`src/rtl/riscv_pkg.sv`:
```
// Shared definitions for the RISC-V pipeline: data width, ResultSrc encodings
// and the memory-stage handshake FSM states.
package riscv_pkg;

  localparam int XLEN = 32;

  localparam logic [1:0] RES_ALU = 2'b00;
  localparam logic [1:0] RES_MEM = 2'b01;
  localparam logic [1:0] RES_PC4 = 2'b10;

  typedef enum logic [1:0] {
    MS_IDLE = 2'd0,
    MS_REQ  = 2'd1,
    MS_RESP = 2'd2
  } mem_state_t;

endpackage

```
`src/rtl/Register.sv`:
```
// Generic pipeline register with synchronous active-high reset and load enable.
module Register #(
  parameter int WIDTH = 32
) (
  input  logic             clk,
  input  logic             rst,
  input  logic             En,
  input  logic [WIDTH-1:0] D,
  output logic [WIDTH-1:0] Q
);

  always_ff @(posedge clk) begin
    if (rst) begin
      Q <= '0;
    end else if (En) begin
      Q <= D;
    end
  end

endmodule

```
`src/rtl/dmem_handshake.sv`:
```
// Data-memory request/response FSM: drives dmem_req, computes the M-stage
// stall and flags the single cycle in which load data is accepted.
module dmem_handshake
  import riscv_pkg::*;
(
  input  logic clk,
  input  logic rst,
  input  logic is_store,
  input  logic is_load,
  input  logic dmem_gnt,
  input  logic dmem_rvalid,
  output logic dmem_req,
  output logic stall,
  output logic rdata_valid
);

  mem_state_t state, next_state;
  logic       access;
  logic       granted;

  assign access = is_store | is_load;

  always_ff @(posedge clk) begin
    if (rst) begin
      state <= MS_IDLE;
    end else begin
      state <= next_state;
    end
  end

  always_comb begin
    next_state  = state;
    dmem_req    = 1'b0;
    granted     = 1'b0;
    rdata_valid = 1'b0;
    case (state)
      MS_IDLE: begin
        if (access) begin
          dmem_req = 1'b1;
          if (dmem_gnt) begin
            granted    = 1'b1;
            next_state = is_load ? MS_RESP : MS_IDLE;
          end else begin
            next_state = MS_REQ;
          end
        end
      end
      MS_REQ: begin
        // Inputs are frozen by the stall, so access should stay asserted here
        if (access) begin
          dmem_req = 1'b1;
          if (dmem_gnt) begin
            granted    = 1'b1;
            next_state = is_load ? MS_RESP : MS_IDLE;
          end
        end else begin
          next_state = MS_IDLE;
        end
      end
      MS_RESP: begin
        if (dmem_rvalid) begin
          rdata_valid = 1'b1;
          next_state  = MS_IDLE;
        end
      end
      default: next_state = MS_IDLE;
    endcase
  end

  assign stall = (is_store & ~granted) | (is_load & ~rdata_valid);

endmodule

```
`src/rtl/mux3X1.sv`:
```
// Three-input mux; the unused fourth select code falls back to input 0.
module mux3X1 #(
  parameter int WIDTH = 32
) (
  input  logic [WIDTH-1:0] in0,
  input  logic [WIDTH-1:0] in1,
  input  logic [WIDTH-1:0] in2,
  input  logic [1:0]       sel,
  output logic [WIDTH-1:0] out
);

  always_comb begin
    out = in0;
    case (sel)
      2'b01:   out = in1;
      2'b10:   out = in2;
      default: out = in0;
    endcase
  end

endmodule

```
`src/rtl/memory_stage.sv`:
```
// Memory stage: issues data-memory accesses, stalls the pipeline front while
// one is outstanding, and holds the M/W registers plus writeback mux.
module memory_stage #(
  parameter int XLEN = riscv_pkg::XLEN
) (
  input  logic            clk,
  input  logic            rst,
  input  logic [XLEN-1:0] ALUResultM,
  input  logic [XLEN-1:0] WriteDataM,
  input  logic [4:0]      RdM,
  input  logic [XLEN-1:0] PCPlus4M,
  input  logic            RegWriteM,
  input  logic [1:0]      ResultSrcM,
  input  logic            MemWriteM,
  output logic            dmem_req,
  output logic            dmem_we,
  output logic [XLEN-1:0] dmem_addr,
  output logic [XLEN-1:0] dmem_wdata,
  input  logic            dmem_gnt,
  input  logic            dmem_rvalid,
  input  logic [XLEN-1:0] dmem_rdata,
  output logic            StallM,
  output logic [XLEN-1:0] ResultW,
  output logic [4:0]      RdW,
  output logic            RegWriteW
);

  import riscv_pkg::*;

  localparam int MW_WIDTH = 3 * XLEN + 5 + 1 + 2;

  logic            is_store;
  logic            is_load;
  logic            rdata_valid;
  logic [XLEN-1:0] read_data_next;
  logic [XLEN-1:0] ALUResultW;
  logic [XLEN-1:0] ReadDataW;
  logic [XLEN-1:0] PCPlus4W;
  logic [1:0]      ResultSrcW;
  logic [4:0]      rd_next;
  logic            reg_write_next;
  logic [MW_WIDTH-1:0] mw_d;
  logic [MW_WIDTH-1:0] mw_q;

  // A simultaneous store+load decode resolves as a store
  assign is_store = MemWriteM;
  assign is_load  = (ResultSrcM == RES_MEM) & ~MemWriteM;

  assign dmem_we    = MemWriteM;
  assign dmem_addr  = ALUResultM;
  assign dmem_wdata = WriteDataM;

  dmem_handshake u_handshake (
    .clk         (clk),
    .rst         (rst),
    .is_store    (is_store),
    .is_load     (is_load),
    .dmem_gnt    (dmem_gnt),
    .dmem_rvalid (dmem_rvalid),
    .dmem_req    (dmem_req),
    .stall       (StallM),
    .rdata_valid (rdata_valid)
  );

  // Read data only updates on an accepted response so stray rvalids are harmless
  assign read_data_next = rdata_valid ? dmem_rdata : ReadDataW;
  assign rd_next        = StallM ? 5'd0 : RdM;
  assign reg_write_next = StallM ? 1'b0 : RegWriteM;

  assign mw_d = {ALUResultM, read_data_next, PCPlus4M, rd_next, reg_write_next, ResultSrcM};

  Register #(.WIDTH(MW_WIDTH)) u_mw_reg (
    .clk (clk),
    .rst (rst),
    .En  (1'b1),
    .D   (mw_d),
    .Q   (mw_q)
  );

  assign {ALUResultW, ReadDataW, PCPlus4W, RdW, RegWriteW, ResultSrcW} = mw_q;

  mux3X1 #(.WIDTH(XLEN)) u_result_mux (
    .in0 (ALUResultW),
    .in1 (ReadDataW),
    .in2 (PCPlus4W),
    .sel (ResultSrcW),
    .out (ResultW)
  );

endmodule
```
`config.mk`:
```
export PLATFORM = sky130hd
export DESIGN_NAME = memory_stage
export DESIGN_NICKNAME = d
export VERILOG_FILES = /design/src/rtl/riscv_pkg.sv /design/src/rtl/Register.sv /design/src/rtl/dmem_handshake.sv /design/src/rtl/mux3X1.sv /design/src/rtl/memory_stage.sv
export SDC_FILE = /design/constraint.sdc
export NUM_CORES = 1
export LEC_CHECK = 0
export ABC_AREA = 1
export BUFFER_PORTS_ARGS = -buffer_cell sky130_fd_sc_hd__buf_2
export CORE_MARGIN = 2
export CORE_UTILIZATION = 40
export CTS_BUF_LIST = sky130_fd_sc_hd__clkbuf_16
export CTS_CLUSTER_SIZE = 20
export DETAILED_ROUTE_END_ITERATION = 8
export PLACE_DENSITY = 0.75
export SYNTH_ARGS = -nofsm -noshare
export SYNTH_HDL_FRONTEND = slang
export SYNTH_SLANG_ARGS = --single-unit
```
`constraint.sdc`:
```
create_clock -name clk -period 1.3 [get_ports clk]
set_input_delay 0.26 -clock clk [delete_from_list [all_inputs] [get_ports clk]]
set_output_delay 0.26 -clock clk [all_outputs]
set_load 0.03 [all_outputs]
```
Word level (Yosys, flattened, before mapping) --
Cells that the tools add are included.
Word-level totals: memory bits (read-only) 0, word-level logic and storage cells 39, memories kept 0, output and inout port bits 105, bits in latches 0, bits of input ports 141, bits in registers 106, RAM bits 0
Operators by class: mux-type cells 15, eq/ne operators 8, reduce and logical (&&, ||, !) cells 4, bitwise operators 8, add/subtract/negate cells 0, $lt $le $gt $ge 0, $mul 0, divide/modulo/power cells 0, shifts and indexed selects 0
Operator list (count):
- case mux 32 bit (2 select lines) | 1
- 2-to-1 mux 2 bit | 6
- 2-to-1 mux 1 bit | 7
- == test 2 x 1 -> 1 bit, second input constant | 3
- case mux 2 bit (3 select lines) | 1
- == test 2 bit, second input constant | 2
- OR reduction 2 bit | 2
- bitwise AND 1 bit | 3
- inequality test 3 bit, second input constant | 1
- NOT 1 bit | 3
- AND reduction 3 bit | 1
- zero test 2 bit | 1
- inequality test 2 x 1 -> 1 bit, second input constant | 1
- inequality test 2 bit, second input constant | 1
- bitwise OR 1 bit | 2

Longest topological paths before layout --
Gate-level depths: netlist of run 1.
word-level depth 9, mapped depth 8, depth with buffers taken out 8

By module --
Synthesis of run 1 repeated with hierarchy kept, for this count alone.
Second synthesis, totals: cells, all modules 1080, area, all modules 6346.1 µm²
By module, submodules not included:
- Register | area each 4281.6 µm², cells an instance 659, seq. area each 2082.0 µm², instances 1
- memory_stage | area each 1039.7 µm², cells an instance 185, seq. area each 0.0 µm², instances 1
- mux3X1 | area each 878.3 µm², cells an instance 210, seq. area each 0.0 µm², instances 1
- dmem_handshake | area each 146.4 µm², cells an instance 26, seq. area each 40.0 µm², instances 1

Worst setup path after synthesis of run 1 --
Ideal clock, no wire load.
kind flip-flop to output port, start point reg u_mw_reg.Q[0], end point out ResultW[0], data required time 1.040 ns, arrival 1.569 ns, slack -0.529 ns, stages on the path, launching flop included 8, buffers on the path 2, path through dfxtp_1 inv_1 ha_1 buf_2 inv_1 buf_2 nor2_1 a21oi_1
Between the ends: word-level cells in the longest chain between the ends 2, elaborated cells between the ends (all ways) 3, those cells by class 2 x eq/ne; 1 x mux
RTL lines:
- from (decl) | line Register.sv:9 | output logic [WIDTH-1:0] Q
- from (signal assigned) | line Register.sv:14 | Q <= '0;
- from (signal assigned) | line Register.sv:16 | Q <= D;
- == test 2 bit or == test 2 x 1 -> 1 bit (tied branches) | line mux3X1.sv:14 | case (sel)
- case mux 32 bit (2 select lines) * | line mux3X1.sv:14
- to (decl) | line memory_stage.sv:23 | output logic [XLEN-1:0] ResultW,
Every way passes the cells marked *; elsewhere a longest branch is shown, timed or not.

Worst setup path after layout of run 1 --
start point reg u_mw_reg.Q[0], end point out ResultW[29]
Same word-level chain as after synthesis.

==> results of run 1 <==
[worst min-delay path by stage]
stage	startpoint	to	slack, ns	depth (start not counted)
detailed placement	PCPlus4M[22]	u_mw_reg.Q[30]	0.46	3
floorplan	dmem_gnt	u_handshake.state[0]	0.34	1
finish	dmem_gnt	u_handshake.state[0]	0.11	2
global route	dmem_gnt	u_handshake.state[0]	0.11	2
CTS	dmem_gnt	u_handshake.state[0]	0.11	2
global placement	dmem_gnt	u_handshake.state[0]	0.46	2
[worst max-delay path: cells and delay by family (launching register included)]
family                   cells  cell delay, ns
flip-flops                   1            0.34
AO/OA/AOI/OAI                1            0.04
AND/OR/NAND/NOR              1            0.15
buffers and inverters        4            0.43
adder cells (fa/ha/maj)      1            0.32
[routing by layer]
metal  vias to the layer above  part of all wire  GRT usage
li1                       1998                 -          -
met1                      1787              0.41      0.214
met2                       149              0.52      0.325
met3                        13             0.061     0.0480
met4                         0            0.0085     0.0570
met5                         -                 0          0
[where the power goes]
part	leakage, nW	switching [W]	total [W]	internal [W]
clock	0.149	0.00115	0.00281	0.00167
combinational	2.11	0.00126	0.00218	0.000927
sequential	0.877	0.000111	0.00355	0.00344
total	3.13	0.00251	0.00855	0.00603
[cells in the final DEF, fill, tap and decap left out, drive strengths merged]
master    instances
nor2            171
ha                2
nand2            40
buf             204
clkinvlp          2
nand3             3
clkinv            1
inv              83
bufinv            2
nor3              1
a21oi            65
o211ai            1
clkbuf           12
dfxtp           106
o21ai            35
[flip-flops by register name, indices dropped and copies added, names as in the netlist]
register / cells
u_handshake.state: 2
u_mw_reg.Q: 104
[cell families (layout without fill, tap and decap cells)]
logic type	after synthesis	after routing	share of synthesized area
flops	106	106	0.475
fa+ha+maj	2	2	0.00560
buf+inv	182	304	0.222
simple gates	215	215	0.184
compound gates	101	101	0.114
[stage by stage]
stage / total power, W / hold WS (ns)
2_1_floorplan: 0.00514 / 0.339
4_1_cts: 0.00840 / 0.107
6_report: 0.00855 / 0.114
3_3_place_gp: 0.00537 / 0.460
5_1_grt: 0.00892 / 0.107
3_5_place_dp: 0.00541 / 0.465
[what timing repair did]
action | 4_1_cts | 5_1_grt
pin swaps | 3 | 4
setup buffers | 2 | 4
gates cloned | 0 | 3
gates resized for setup | 82 | 52
setup endpoints to repair | 34 | 58
[final cells by class]
type | instances | area [sq um]
clock inverters | 6 | 83.8
repair buffers | 207 | 1500
well taps | 140 | 175
multi-input cells | 318 | 2120
flip-flops and latches | 106 | 2130
inverters | 82 | 318
fillers | 928 | 4340
clock buffers | 9 | 225
==> qor.yml, run 1 <==
status: "finished, violations left"
violations: "setup timing"
crit_arrival_ns: 1.61
drc: 0
cp_cell_sequence: "inv_2 -> ha_4 -> inv_8 -> clkbuf_16 -> nor2_4 -> a21oi_4 -> buf_6"
synth_flop_cell: "dfxtp_1"
h-tree-depth: 3
overflow: 0
clockBufferDepth: 2
startpoint: "u_mw_reg.Q[0]"
crit_fanout: 8
syn-cell-area_sq_um: 4470
clk_pin_slew_ns: 0.07
setup_viol: 33
rr_startpoint: "u_handshake.state[1]"
drv_slew: 0
routed_via_density: 4.55
synth_top_area_frac: 0.475
dieArea_sq_um: 12000
final_cells: 868
dp_hpwl_um: 8090
grt_max_degree: 33
cts_hold_buf: 0
antenna_found_initial: 0
cap_violations: 0
dp_slack_ns: -0.375
r2r_end: "u_mw_reg.Q[42]"
peakVddDrop_mv: 0.614
post_route_cells_drive_above_1_share: 0.456
drt-total-wl_um: 11700
drt_iter0_drc: 191
yosys_warnings: 0
avgSynthCellArea_sq_um: 7.38
rows: 38
post-route-period-util: 1.44
port_buffers: 181
synthArstFlopShare: 0
io-pin-count: 246
worstSetupPathType: "reg -> out"
areaGrowthSynthToFinish_pct: 46.5
max_slew_margin: 0.812
nets: 867
slowest_delay_ns: 0.34
place_congestion: 0.755
ant_nets: 0
reg2reg_setup_slack_ns: 0.05
worst_path_max_delay_cell: "dfxtp_2"
core_sq_um: 10900
numClockSinks: 106
yosysMostFrequentCell: "nor2_1"
ys_types: 19
rsz0062_at_grt: "true"
die_y_um: 110
ys_seq_area_frac: 0.475
yosys.area.top_type: "dfxtp_1"
synth_seq_cells: 106
p_leak_nw: 3.13
finalCriticalPeriod_ns: 1.87
synthCells: 606
crit_required_ns: 1.04
clk_latency_ns: 0.33
cts_tree: "built"
syn_nets: 749
placed_cell_area_sq_um: 5660
grt_pass1_wl_um: 17100
r2r_cells: 7
utilization: 0.601
start_util: 0.410
synth_edf_count: 0
final_cell_area_sq_um: 6550
antennaDiodeCount: 0
first_pass_iters: 6
die_width_um: 110
wire_per_inst_um: 13.5
worst_pin_slew_ns: 0.282
setup.worst_path.end_class: "primary output"
fin_setup_tns_ns: -17.23
power_density_nw_per_um2: 1310
numCtsBuffers: 9
fin_skew_ns: 0.0125
synth_area_leaders: "dfxtp_1 (47%), nor2_1 (14%), buf_4 (12%)"
cts_root_buffer: "clkbuf_16"
synthTopCellsByCount: "nor2_1 (170), dfxtp_1 (106), inv_1 (81)"
start_kind: "flip-flop"
setup.worst_path.end: "ResultW[29]"
track_usage: 0.183
hold_viol_final: 0
setup_ws_ns: -0.571
dp_cells: 844
vias: 3947
max_freq_mhz: 534
hp-class: "in -> reg"
grt_pass1_vias: 3671
No activity file was read; power rests on OpenSTA's default activity.
==> run 2: changes to the inputs <==
--- a/config.mk
+++ b/config.mk
@@ -8,11 +8,11 @@
 export ABC_AREA = 1
 export BUFFER_PORTS_ARGS = -buffer_cell sky130_fd_sc_hd__buf_2
 export CORE_MARGIN = 2
-export CORE_UTILIZATION = 40
+export CORE_UTILIZATION = 45
 export CTS_BUF_LIST = sky130_fd_sc_hd__clkbuf_16
 export CTS_CLUSTER_SIZE = 20
 export DETAILED_ROUTE_END_ITERATION = 8
-export PLACE_DENSITY = 0.75
+export PLACE_DENSITY = 0.8
 export SYNTH_ARGS = -nofsm -noshare
 export SYNTH_HDL_FRONTEND = slang
 export SYNTH_SLANG_ARGS = --single-unit
==> constraint.sdc (replaced) <==
create_clock -name clk -period 2.05 [get_ports clk]
set_input_delay 0.41 -clock clk [delete_from_list [all_inputs] [get_ports clk]]
set_output_delay 0.41 -clock clk [all_outputs]
set_load 0.03 [all_outputs]
==> run 2 against run 1 <==
Net effect:
- the flow still finishes with violations (setup timing)
- clock power down 42%
- cell area down 16%
- register-to-register slack better by 0.71 ns
- global-route usage up 2.1 points
- first-iteration DRC count down 19%
- critical path depth unchanged
- hold slack better by 0.16 ns
- power down 43%
- routed wire length down 4.0%
- die area down 11%
- final cell count down 1.8%
==> qor.yml, run 2 (same netlist as run 1, synthesis figures left out) <==
hold_viol_final: 0  # unchanged
crit_required_ns: 1.64  # was 1.04 ns
largest_register: "u_mw_reg.Q"  # unchanged
drc: 0  # unchanged
finalCriticalPeriod_ns: 2.05
combPwrFrac: 0.213  # was 0.255
drt-total-wl_um: 11200  # was 11700 um
worstSetupPathType: "reg -> out"  # unchanged
power.internal_w: 0.00342  # was 0.00603 W
rows: 36  # was 38
dp_cells: 832  # was 844
areaGrowthSynthToFinish_pct: 23.4  # was 46.5%
max_freq_mhz: 487
clockPowerShare: 0.332  # was 0.329
rsz0062_at_grt: "true"  # unchanged
grt_pass1_wl_um: 17700  # was 17100 um
numCtsBuffers: 9  # unchanged
cts_root_buffer: "clkbuf_16"  # unchanged
reg2reg_setup_slack_ns: 0.76  # was 0.05 ns
start_util: 0.459  # was 0.410
nets: 857  # was 867
cts_tree: "built"  # unchanged
antenna_found_initial: 0  # unchanged
drv_slew: 0  # unchanged
final_cells: 852  # was 868
p_leak_nw: 2.91  # was 3.13 nW
violations: "setup timing"  # unchanged
ant_nets: 0  # unchanged
setup_viol: 2  # was 33
reg_top3: "u_mw_reg.Q: 104 flops, u_handshake.state: 2 flops"  # unchanged
vias: 3878  # was 3947
antennaDiodeCount: 0  # unchanged
cap_violations: 0  # unchanged
final_cell_mix: "nor2_1 (161), buf_2 (149), dfxtp_1 (104)"  # was buf_2 (147), nor2_1 (138), dfxtp_1 (103)
crit_fanout: 13  # was 8
grt_pass1_vias: 3770  # was 3671
dieArea_sq_um: 10700  # was 12000 sq um
peakVddDrop_mv: 0.469  # was 0.614 mV
fin_skew_ns: 0.00470  # was 0.0125 ns
setup.worst_path.end_class: "primary output"  # unchanged
dp_hpwl_um: 7720  # was 8090 um
wire_per_inst_um: 13.2  # was 13.5 um
power_density_nw_per_um2: 886  # was 1310 nW/um^2
grt_max_degree: 68  # was 33
first_pass_iters: 4  # was 6
io-pin-count: 246  # unchanged
routed_via_density: 4.55  # about the same
post_route_cells_drive_above_1_share: 0.327  # was 0.456
die_y_um: 104  # was 110 um
clockBufferDepth: 2  # unchanged
overflow: 0  # unchanged
largest_register_ffs: 104  # unchanged
clk_pin_slew_ns: 0.07  # about the same
numClockSinks: 106  # unchanged
clk_latency_ns: 0.33  # about the same
die_width_um: 104  # was 110 um
track_usage: 0.203  # was 0.183
start_kind: "flip-flop"  # unchanged
worst_pin_slew_ns: 0.717  # was 0.282 ns
setup_ws_ns: -0.00256  # was -0.571 ns
h-tree-depth: 3  # unchanged
max_slew_margin: 0.522  # was 0.812
final_common_cell: "nor2_1"  # was buf_2
drt_iter0_drc: 154  # was 191
port_buffers: 181  # unchanged
crit_arrival_ns: 1.64  # was 1.61 ns
status: "finished, violations left"  # unchanged
hp-class: "in -> reg"  # unchanged
place_congestion: 0.850  # was 0.755
switching_share: 0.299  # was 0.294
core_sq_um: 9730  # was 10900 sq um
cts_hold_buf: 0  # unchanged
post-route-period-util: 1.00
p_seq_frac: 0.456  # was 0.416
p_sw_w: 0.00146  # was 0.00251 W
p_total_w: 0.00489  # was 0.00855 W
[run 2: changes by cell type in the layout (fill, tap and decap cells not counted), moves of 5 or more]
| cell | previous run | this run |
|---|---|---|
| nor2_1 | 138 | 161 |
| a21oi_2 | 29 | 5 |
| buf_12 | 9 | 4 |
| a21oi_1 | 1 | 60 |
| buf_6 | 33 | 1 |
| buf_4 | 14 | 40 |
| a21oi_4 | 35 | 0 |
| nor2_4 | 29 | 1 |
| nor2_2 | 4 | 9 |
[run 2: final cells by class]
cell class,instances,area [sq um]
flip-flops and latches,106,2120
inverters,82,315
well taps,133,166
clock inverters,7,60.1
multi-input cells,318,1410
clock buffers,9,225
repair buffers,197,1210
fillers,958,4210
[run 2: stage by stage]
step / utilization / hold slack (ns) / cell area [sq um] / TNS, ns / worst slack, ns
floorplan: - / 0.463 / 4470 / 0 / 0.0711
global placement: 0.511 / 0.479 / 4970 / 0 / 0.240
detailed placement: 0.511 / 0.483 / 4970 / 0 / 0.203
CTS: 0.551 / 0.261 / 5360 / -0.0129 / -0.0101
global route: 0.567 / 0.266 / 5520 / -1.53 / -0.0707
finish: 0.567 / 0.272 / 5520 / -0.00478 / -0.00256
[run 2: worst paths after layout]
kind                              from             end  depth (start not counted)
hold / removal            PCPlus4M[13]  u_mw_reg.Q[21]                          3
hold reg to reg         u_mw_reg.Q[46]  u_mw_reg.Q[46]                          2
setup reg to reg  u_handshake.state[0]  u_mw_reg.Q[61]                          4
setup / recovery         u_mw_reg.Q[0]      ResultW[8]                          7
[run 2: critical path, cell delays in order (launching register included)]
cell,delay (ns)
dfxtp_2,0.33
inv_2,0.04
ha_4,0.30
inv_8,0.10
buf_12,0.14
nor2_1,0.05
a21oi_1,0.15
buf_4,0.19
[run 2: power by group through the flow]
stage	Combinational, W	Sequential, W	Clock [W]
2_1_floorplan	0.000762	0.00226	0
3_3_place_gp	0.000901	0.00227	0
3_5_place_dp	0.000914	0.00227	0
4_1_cts	0.000972	0.00222	0.00166
5_1_grt	0.00113	0.00224	0.00174
6_report	0.00104	0.00223	0.00162
[run 2: repair_timing]
| action | 4_1_cts | 5_1_grt |
|---|---|---|
| resized for setup | 28 | 46 |
| buffers inserted | 0 | 1 |
| setup endpoints to repair | 32 | 32 |
| pin swaps | 1 | 2 |
| gates cloned | 1 | 2 |
[run 2: metal layers]
metal  vias to the layer above  wire [um]  GRT usage  part of all wire
li1                       1972          -          -                 -
met1                      1726       4810      0.240              0.43
met2                       150       5490      0.360              0.49
met3                        30        719     0.0585             0.064
met4                         0        195     0.0569             0.017
met5                         -          0          0                 0
==> run 3: changes to the inputs <==
--- a/config.mk
+++ b/config.mk
@@ -7,6 +7,7 @@
 export LEC_CHECK = 0
 export ABC_AREA = 1
 export BUFFER_PORTS_ARGS = -buffer_cell sky130_fd_sc_hd__buf_2
+export CORE_ASPECT_RATIO = 0.6
 export CORE_MARGIN = 2
 export CORE_UTILIZATION = 45
 export CTS_BUF_LIST = sky130_fd_sc_hd__clkbuf_16
==> run 3 against run 2 <==
Net effect:
- the flow still finishes with violations (setup timing)
- via count increased by 2.0%
- sequential power about the same
- critical path depth decreased by 1
- clock-buffer cell count unchanged
- largest power group unchanged
==> qor.yml, run 3 (same netlist as run 1, synthesis figures left out) <==
status: "finished, violations left"  # unchanged
violations: "setup timing"  # unchanged
setup_viol: 7  # was 2
p_leak_nw: 2.98  # was 2.91 nW
io-pin-count: 246  # unchanged
cap_violations: 0  # unchanged
worst_path_max_delay_cell: "ha_4"  # was dfxtp_2
fin_skew_ns: 0.00531  # was 0.00470 ns
antenna_found_initial: 0  # unchanged
placed_cell_area_sq_um: 4970  # unchanged
p_seq_frac: 0.427  # was 0.456
wire_per_inst_um: 13.4  # was 13.2 um
post_route_cells_drive_above_1_share: 0.385  # was 0.327
final_common_cell: "buf_2"  # was nor2_1
max_slew_margin: 0.527  # was 0.522
final_cells: 859  # was 852
wl_met2_um: 4970  # was 5490 um
final_cell_mix: "buf_2 (149), nor2_1 (147), dfxtp_1 (104)"  # was nor2_1 (161), buf_2 (149), dfxtp_1 (104)
largest_register: "u_mw_reg.Q"  # unchanged
dp_cells: 837  # was 832
hp-class: "in -> reg"  # unchanged
slowest_delay_ns: 0.36  # was 0.33 ns
path_delay_family: "buffers and inverters"  # unchanged
start_kind: "flip-flop"  # unchanged
fin_setup_tns_ns: -0.0498  # was -0.00478 ns
drt-total-wl_um: 11500  # was 11200 um
fillers: 876  # was 958
setup.worst_path.end_class: "primary output"  # unchanged
cts_tree: "built"  # unchanged
worst_pin_slew_ns: 0.709  # was 0.717 ns
overflow: 0  # unchanged
p_sw_w: 0.00152  # was 0.00146 W
switching_share: 0.291  # was 0.299
areaGrowthSynthToFinish_pct: 29.8  # was 23.4%
clk_latency_ns: 0.34  # was 0.33 ns
largest_register_ffs: 104  # unchanged
crit_fanout: 8  # was 13
maxUsedRoutingLayer: "met4"  # unchanged
hold_viol_final: 0  # unchanged
grt_max_degree: 68  # unchanged
drt_iter0_drc: 174  # was 154
reg_top3: "u_mw_reg.Q: 104 flops, u_handshake.state: 2 flops"  # unchanged
die_width_um: 133  # was 104 um
drc: 0  # unchanged
multi_input_area_sq_um: 1560  # was 1410 sq um
cp_cell_sequence: "inv_2 -> ha_4 -> buf_6 -> a21oi_2 -> a21oi_1 -> buf_4"  # was inv_2 -> ha_4 -> inv_8 -> buf_12 -> nor2_1 -> a21oi_1 -> buf_4
grt_pass1_wl_um: 16800  # was 17700 um
start_util: 0.457  # was 0.459
power_density_nw_per_um2: 903  # was 886 nW/um^2
setup_ws_ns: -0.0193  # was -0.00256 ns
numClockSinks: 106  # unchanged
rsz0062_at_grt: "true"  # unchanged
path_buf_inv: 3  # was 4
track_usage: 0.199  # was 0.203
die_y_um: 81.2  # was 104 um
place_congestion: 0.864  # was 0.850
clockBufferDepth: 2  # unchanged
combPwrFrac: 0.218  # was 0.213
numCtsBuffers: 9  # unchanged
worstSetupPathType: "reg -> out"  # unchanged
cts_root_buffer: "clkbuf_16"  # unchanged
clockPowerShare: 0.355  # was 0.332
power.internal_w: 0.00371  # was 0.00342 W
antennaDiodeCount: 0  # unchanged
core_sq_um: 9770  # was 9730 sq um
port_buffers: 181  # unchanged
rows: 28  # was 36
h-tree-depth: 3  # unchanged
ant_nets: 0  # unchanged
max_freq_mhz: 483  # was 487 MHz
drv_slew: 0  # unchanged
final_cell_area_sq_um: 5800  # was 5520 sq um
dp_hpwl_um: 7210  # was 7720 um
clk_pin_slew_ns: 0.07  # about the same
post-route-period-util: 1.01  # was 1.00
regArea_sq_um: 2120  # unchanged
vias: 3955  # was 3878
finalCriticalPeriod_ns: 2.07  # was 2.05 ns
first_pass_iters: 5  # was 4
nets: 862  # was 857
grt_pass1_vias: 3415  # was 3770
crit_required_ns: 1.64  # about the same
wl_met1_um: 5440  # was 4810 um
routed_via_density: 4.60  # was 4.55
crit_arrival_ns: 1.66  # was 1.64 ns
peakVddDrop_mv: 0.398  # was 0.469 mV
dieArea_sq_um: 10800  # was 10700 sq um
wl_met3_um: 963  # was 719 um
## run 3: repair_timing
| item | 4_1_cts | 5_1_grt |
|---|---|---|
| gates cloned | 2 | 3 |
| buffers inserted | 0 | 1 |
| gates resized for setup | 32 | 107 |
| hold buffers | 0 | 0 |
| pin swaps | 1 | 17 |
| setup endpoints to repair | 32 | 32 |
## run 3: worst register-to-register path, stage by stage, from the launching register on
cell     delay (ns)
dfxtp_1        0.38
nand2_2        0.09
nor2_4         0.11
buf_4          0.24
inv_2          0.28
nor2_1         0.20
nor2_1         0.07
## run 3: metal layers
layer	vias up	track usage
met1	1790	0.269
li1	1983	-
met4	0	0.0548
met5	-	0
met3	8	0.0612
met2	174	0.310
## run 3: through the flow
stage	utilization	power, W	setup WS [ns]	hold WS (ns)
after global placement	0.509	0.00316	0.208	0.481
after global routing	0.593	0.00547	-0.0909	0.256
final	0.593	0.00524	-0.0193	0.265
after floorplan	-	0.00302	0.0711	0.463
after CTS	0.555	0.00510	-0.0151	0.252
after detailed placement	0.509	0.00317	0.199	0.485
## run 3: final timing paths
check	cells past startpoint	from	slack [ns]	endpoint
setup / recovery	6	u_mw_reg.Q[0]	-0.02	ResultW[31]
hold / removal	3	PCPlus4M[14]	0.27	u_mw_reg.Q[22]
setup reg to reg	6	u_handshake.state[1]	0.58	u_mw_reg.Q[57]
hold reg to reg	2	u_mw_reg.Q[66]	0.51	u_mw_reg.Q[66]
## run 3: final cells by class
| class | count | share of cell area |
|---|---|---|
| multi-input combinational | 318 | 0.270 |
| sequential | 106 | 0.366 |
| inverter | 82 | 0.0544 |
| tap | 135 | 0.0291 |
| clock buffer | 9 | 0.0388 |
| timing repair buffer | 202 | 0.225 |
| clock inverter | 7 | 0.0170 |
## run 3: power by group through the flow
stage | registers (W) | clock network [W] | logic, W
floorplan | 0.00226 | 0 | 0.000762
global placement | 0.00227 | 0 | 0.000892
detailed placement | 0.00227 | 0 | 0.000901
CTS | 0.00222 | 0.00190 | 0.000977
finish | 0.00223 | 0.00186 | 0.00114
global route | 0.00225 | 0.00199 | 0.00123
